==> config.mk <==
export PLATFORM = sky130hd
export DESIGN_NAME = pio_bidir_tx
export DESIGN_NICKNAME = d
export VERILOG_FILES = /design/src/rtl/pio_tx_pkg.sv /design/src/rtl/pio_bit_timer.sv /design/src/rtl/pio_bidir_tx.sv
export SDC_FILE = /design/constraint.sdc
export NUM_CORES = 1
export LEC_CHECK = 0
export BUFFER_PORTS_ARGS = -buffer_cell sky130_fd_sc_hd__buf_2
export CORE_MARGIN = 2
export CORE_UTILIZATION = 45
export DETAILED_ROUTE_END_ITERATION = 7
export HOLD_SLACK_MARGIN = 0.06
export PLACE_DENSITY = 0.65
export SLEW_MARGIN = 20
export SYNTH_ARGS = -nofsm -noshare
export SYNTH_HDL_FRONTEND = slang
export SYNTH_SLANG_ARGS = --single-unit
==> constraint.sdc <==
create_clock -name clk -period 2.7 [get_ports clk]
set_clock_uncertainty 0.15 [all_clocks]
set_input_delay 0 -clock clk [delete_from_list [all_inputs] [get_ports clk]]
set_output_delay 0 -clock clk [all_outputs]
set_load 0.05 [all_outputs]
==> src/rtl/pio_tx_pkg.sv <==
// pio_tx_pkg: state type and width helpers for the bidirectional pad transmitter
package pio_tx_pkg;
  typedef enum logic [2:0] {IDLE, TURN_ON, SHIFT, HOLD, TURN_OFF} pio_tx_state_e;
  function automatic int pio_w(input int n);
    return n > 1 ? $clog2(n) : 1;
  endfunction
  function automatic int pio_max(input int a, input int b);
    return a > b ? a : b;
  endfunction
endpackage

==> src/rtl/pio_bit_timer.sv <==
// pio_bit_timer: wrapping 0..i_max counter with a terminal-count pulse and a one-cycle lookahead of it
module pio_bit_timer #(
  parameter int W = 1
) (
  input  logic         clk,
  input  logic         rst,
  input  logic         i_clr,
  input  logic         i_en,
  input  logic [W-1:0] i_max,
  output logic         o_tc,
  output logic         o_tc_nxt
);
  logic [W-1:0] r_cnt, w_cnt_n;
  assign w_cnt_n  = i_clr ? '0 : (i_en ? (r_cnt == i_max ? '0 : r_cnt + 1'b1) : r_cnt);
  assign o_tc     = i_en && r_cnt == i_max;
  assign o_tc_nxt = w_cnt_n == i_max;
  always_ff @(posedge clk) r_cnt <= rst ? '0 : w_cnt_n;
endmodule

==> src/rtl/pio_bidir_tx.sv <==
// pio_bidir_tx: serialises a valid/ready word stream onto one bidirectional pad with driven turnaround
module pio_bidir_tx
  import pio_tx_pkg::*;
#(
  parameter int   DATA_W     = 8,
  parameter int   CLK_DIV    = 1,
  parameter int   TURN_CYC   = 2,
  parameter logic IDLE_LEVEL = 1'b1
) (
  input  logic              clk,
  input  logic              rst,
  input  logic              s_valid,
  input  logic [DATA_W-1:0] s_data,
  input  logic              s_last,
  output logic              s_ready,
  output logic              pad_o,
  output logic              pad_t,
  output logic              busy,
  output logic              done
);
  localparam int BW = pio_w(DATA_W);
  localparam int TW = pio_max(pio_w(CLK_DIV), pio_w(TURN_CYC + 1));
  localparam logic [BW-1:0] BIT_LAST = BW'(DATA_W - 1);
  pio_tx_state_e     r_state, w_state_n;
  logic [DATA_W-1:0] r_sh, w_sh_n;
  logic [BW-1:0]     r_bit, w_bit_n;
  logic              r_last, w_last_n;
  logic              r_s_ready, r_pad_o, r_pad_t, r_busy, r_done;
  logic              w_acc, w_timing, w_shift, w_tc, w_tc_nxt, w_final_n;
  logic [TW-1:0]     w_max;
  assign w_acc    = s_valid && r_s_ready;
  assign w_shift  = r_state == SHIFT;
  assign w_timing = r_state inside {TURN_ON, SHIFT, TURN_OFF};
  assign w_max    = w_shift ? TW'(CLK_DIV - 1) : TW'(TURN_CYC - 1);
  // one counter times both bit periods and turnarounds; it wraps to 0 on every state hand-off
  pio_bit_timer #(.W(TW)) u_timer (
    .clk(clk), .rst(rst), .i_clr(!w_timing), .i_en(w_timing), .i_max(w_max),
    .o_tc(w_tc), .o_tc_nxt(w_tc_nxt)
  );
  always_comb begin
    w_state_n = r_state;
    w_sh_n    = w_acc ? s_data : (w_shift && w_tc ? r_sh << 1 : r_sh);
    w_last_n  = w_acc ? s_last : r_last;
    w_bit_n   = !w_shift ? '0 : (!w_tc ? r_bit : (r_bit == BIT_LAST ? '0 : r_bit + 1'b1));
    case (r_state)
      IDLE:     w_state_n = w_acc ? (TURN_CYC == 0 ? SHIFT : TURN_ON) : IDLE;
      TURN_ON:  w_state_n = w_tc ? SHIFT : TURN_ON;
      SHIFT:    if (w_tc && r_bit == BIT_LAST)
                  w_state_n = r_last ? (TURN_CYC == 0 ? IDLE : TURN_OFF) : (w_acc ? SHIFT : HOLD);
      HOLD:     w_state_n = w_acc ? SHIFT : HOLD;
      TURN_OFF: w_state_n = w_tc ? IDLE : TURN_OFF;
      default:  w_state_n = IDLE;
    endcase
  end
  // next cycle is the last cycle of the last bit; a freshly entered SHIFT always starts at count 0
  assign w_final_n = w_bit_n == BIT_LAST && (w_shift ? w_tc_nxt : CLK_DIV == 1);
  always_ff @(posedge clk) begin
    if (rst) begin
      r_state   <= IDLE;
      r_sh      <= '0;
      r_bit     <= '0;
      r_last    <= 1'b0;
      r_s_ready <= 1'b0;
      r_pad_o   <= IDLE_LEVEL;
      r_pad_t   <= 1'b1;
      r_busy    <= 1'b0;
      r_done    <= 1'b0;
    end else begin
      r_state   <= w_state_n;
      r_sh      <= w_sh_n;
      r_bit     <= w_bit_n;
      r_last    <= w_last_n;
      r_s_ready <= w_state_n inside {IDLE, HOLD} || (w_state_n == SHIFT && !w_last_n && w_final_n);
      r_pad_o   <= w_state_n == SHIFT ? w_sh_n[DATA_W-1] : IDLE_LEVEL;
      r_pad_t   <= w_state_n == IDLE;
      r_busy    <= w_state_n != IDLE;
      r_done    <= w_state_n == IDLE && r_state != IDLE;
    end
  end
  assign s_ready = r_s_ready;
  assign pad_o   = r_pad_o;
  assign pad_t   = r_pad_t;
  assign busy    = r_busy;
  assign done    = r_done;
endmodule

==> flow_summary.ini <==
[power_and_ir_drop]
peakVddDrop_v = 0.0003610
power.static_leakage_nw = 0.5371
finalPower_mw = 0.6065
pwr_density_cell_nw_per_um2 = 423.7

[logic_synthesis]
yosysSeqAreaShare = 0.3818
yosys_warnings = 0
synth.largest_area_cell = dfxtp_1
synth_area_leaders = dfxtp_1 38%, mux2i_1 9.5%, nor2_1 6.2%
synth_seq_cells = 22
syn_inst = 121
synth_area_sq_um = 1154
synth.distinct_cells = 39
synth_nets = 135
avgSynthCellArea_sq_um = 9.534
synth_top_area_share = 0.3818

[timing]
hold_viol = 0
hold_ws_ps = 76.34
rsz0062_at_grt = no
slew_violations = 0
min_period_ps = 2546
relSlewSlack = 0.6881
tns_ps = 0
setup_viol = 0
min_period_over_period = 0.9428
max_freq_mhz = 392.8
tightest_slew_ps = 467.1

[setup_path]
crit_arrival_ps = 2600
path_max_fanout = 10
start_kind = flip-flop
setup.worst_path.end_class = flip-flop
critPathRequiredTime_ps = 2750
path_class = flip-flop to flip-flop

[detailed_routing]
ant_nets = 0
wl_per_cell_um = 13.51
routed_wl_um = 2431
drc = 0
drtIter0Drc = 18
viasPerCell = 5.450
dr.pass1.iters = 4
vias = 981

[cts]
cts-root-buf = clkbuf_4
cts_sinks = 22
worstSkewPairLatency_ps = 300
clkTransAtPathRegs_ps = 120
cts_buffer_depth = 2
h-tree-depth = 1
numCtsBuffers = 3
tritoncts = done

[die]
row_count = 18
boundaryPins = 17
die_h_um = 54.63
die-area_sq_um = 2984
dieWidth_um = 54.63
core-area_sq_um = 2455
initial_utilization = 0.4699

[grt]
grt_max_degree = 22
grt_pass1_vias = 867
grtUsageTotal = 0.1870
grt_pass1_wl_um = 3988
antenna_found_initial = 0
grt_overflow = 0

[final_layout]
stdcell_area_sq_um = 1431
area_delta_synth_final_pct = 24.08
layout.nets = 166
n_antenna_cell = 0
drive_above_1_share = 0.2267
instances_no_fill = 180

[place]
dpl_cell_area_sq_um = 1237
io_buffer_count = 16
place.gp.congestion = 0.7396
hpwl_um = 1569
place_inst = 160

[job]
cap_violations = 0

[run_status]
outcome = finished, final reports clean

[worst_hold_path]
hp-class = input port to flip-flop
-- worst max-delay path, cell delays in order, from the launching register on --
cell	delay, ps
dfxtp_2	390
buf_4	180
nor4_4	280
buf_6	150
nor2_1	40
a21oi_1	100
dlygate4sd3_1	560
nor2_1	40
dlygate4sd3_1	560
-- final timing paths --
kind / startpoint / endpoint / slack, ps / cells after the start
setup / recovery: r_state[2] / r_sh[0] / 150 / 8
hold / removal: s_valid / r_last / 80 / 4
setup reg to reg: r_state[2] / r_sh[0] / 150 / 8
hold reg to reg: r_bit[1] / r_bit[1] / 350 / 2
-- logic make-up (layout without fill, tap and decap cells) --
group	count (synthesis)	count (layout)	share of synthesized area
mux	12	12	0.1052
simple gates	55	55	0.3070
flops	22	22	0.3818
fa+ha+maj	2	2	0.02169
buf+inv	9	38	0.04229
compound gates	21	21	0.1421
-- per-stage QoR --
step / setup slack (ps) / util
floorplan: 729.8 / -
global placement: 563.3 / 0.5041
detailed placement: 549.5 / 0.5041
finish: 154.3 / 0.5831
CTS: 38.72 / 0.5744
global route: 31.46 / 0.5831
-- final cells by class --
class	count	area [sq um]
clock buffers	3	22.52
repair buffers	35	264.0
well taps	30	37.54
multi-input cells	90	664.4
fillers	215	1023
flip-flops and latches	22	442.9
-- where the power goes --
| part | internal (mW) | leakage (nW) | switching, mW |
|---|---|---|---|
| sequential | 0.341 | 0.181 | 0.0142 |
| clock | 0.0520 | 0.0138 | 0.0962 |
| combinational | 0.0494 | 0.343 | 0.0537 |
| total | 0.442 | 0.537 | 0.164 |
-- routing by layer --
| metal | part of all wire | track usage | vias to the layer above |
|---|---|---|---|
| met5 | 0 | 0 | - |
| met4 | 0.0062 | 0.05000 | 0 |
| met3 | 0.035 | 0.02459 | 2 |
| met2 | 0.48 | 0.2857 | 16 |
| met1 | 0.48 | 0.2735 | 466 |
| li1 | - | - | 497 |
-- synth_stat cells --
| cell type | count |
|---|---|
| nand3b_1 | 2 |
| nand2_1 | 7 |
| and3_1 | 1 |
| o21ba_2 | 1 |
| o2111ai_1 | 1 |
| mux2i_1 | 11 |
| a31oi_4 | 1 |
| a211oi_1 | 8 |
| nor3b_1 | 2 |
| buf_4 | 1 |
| and2b_1 | 1 |
| dfxtp_1 | 22 |
| a221o_1 | 1 |
| mux2_1 | 1 |
| a31oi_1 | 1 |
| ha_1 | 2 |
| and2_1 | 1 |
| nand2b_4 | 1 |
| nor2_1 | 19 |
| clkbuf_1 | 4 |
| nor3_1 | 4 |
| o21ai_0 | 2 |
| nor2b_1 | 4 |
| o21bai_1 | 2 |
| a21oi_1 | 3 |
| or4bb_2 | 1 |
| or2_2 | 2 |
| buf_6 | 1 |
| or4b_1 | 1 |
| nor4_4 | 1 |
| nand4bb_1 | 2 |
| nor4b_4 | 1 |
| nand4bb_2 | 1 |
| buf_2 | 3 |
| or3_1 | 1 |
| o211ai_1 | 1 |
| nor4b_1 | 1 |
| or4_1 | 1 |
| nor4_1 | 1 |
-- cell usage in the layout (no fill, tap or decap), types with 2 or more instances in the layout --
| cell | n |
|---|---|
| o21bai_1 | 2 |
| dlygate4sd3_1 | 15 |
| clkbuf_4 | 3 |
| nor2b_1 | 4 |
| buf_4 | 3 |
| buf_2 | 16 |
| ha_1 | 2 |
| nor3b_1 | 2 |
| nand3b_1 | 2 |
| dfxtp_2 | 2 |
| nor3_1 | 4 |
| nor2_1 | 19 |
| o21ai_0 | 2 |
| nand4bb_1 | 2 |
| mux2i_1 | 11 |
| a211oi_1 | 8 |
| dfxtp_1 | 20 |
| nand2_1 | 7 |
| or2_2 | 2 |
| a21oi_1 | 3 |
-- timing repair --
item                                    in CTS  in global routing
endpoints found under the setup margin       0                  1
buffers inserted                             0                  2
endpoints found under the hold margin       18                  0
gates resized for setup                      0                  3
hold buffers                                15                  0
-- flip-flops by register name, summed over array words and instances, names as in the netlist --
register and count:
r_sh 8, r_bit 3, r_state 3, u_timer.r_cnt 2, busy 1, done 1
pad_o 1, pad_t 1, r_last 1, s_ready 1
Power figures use the tool's default switching activity.
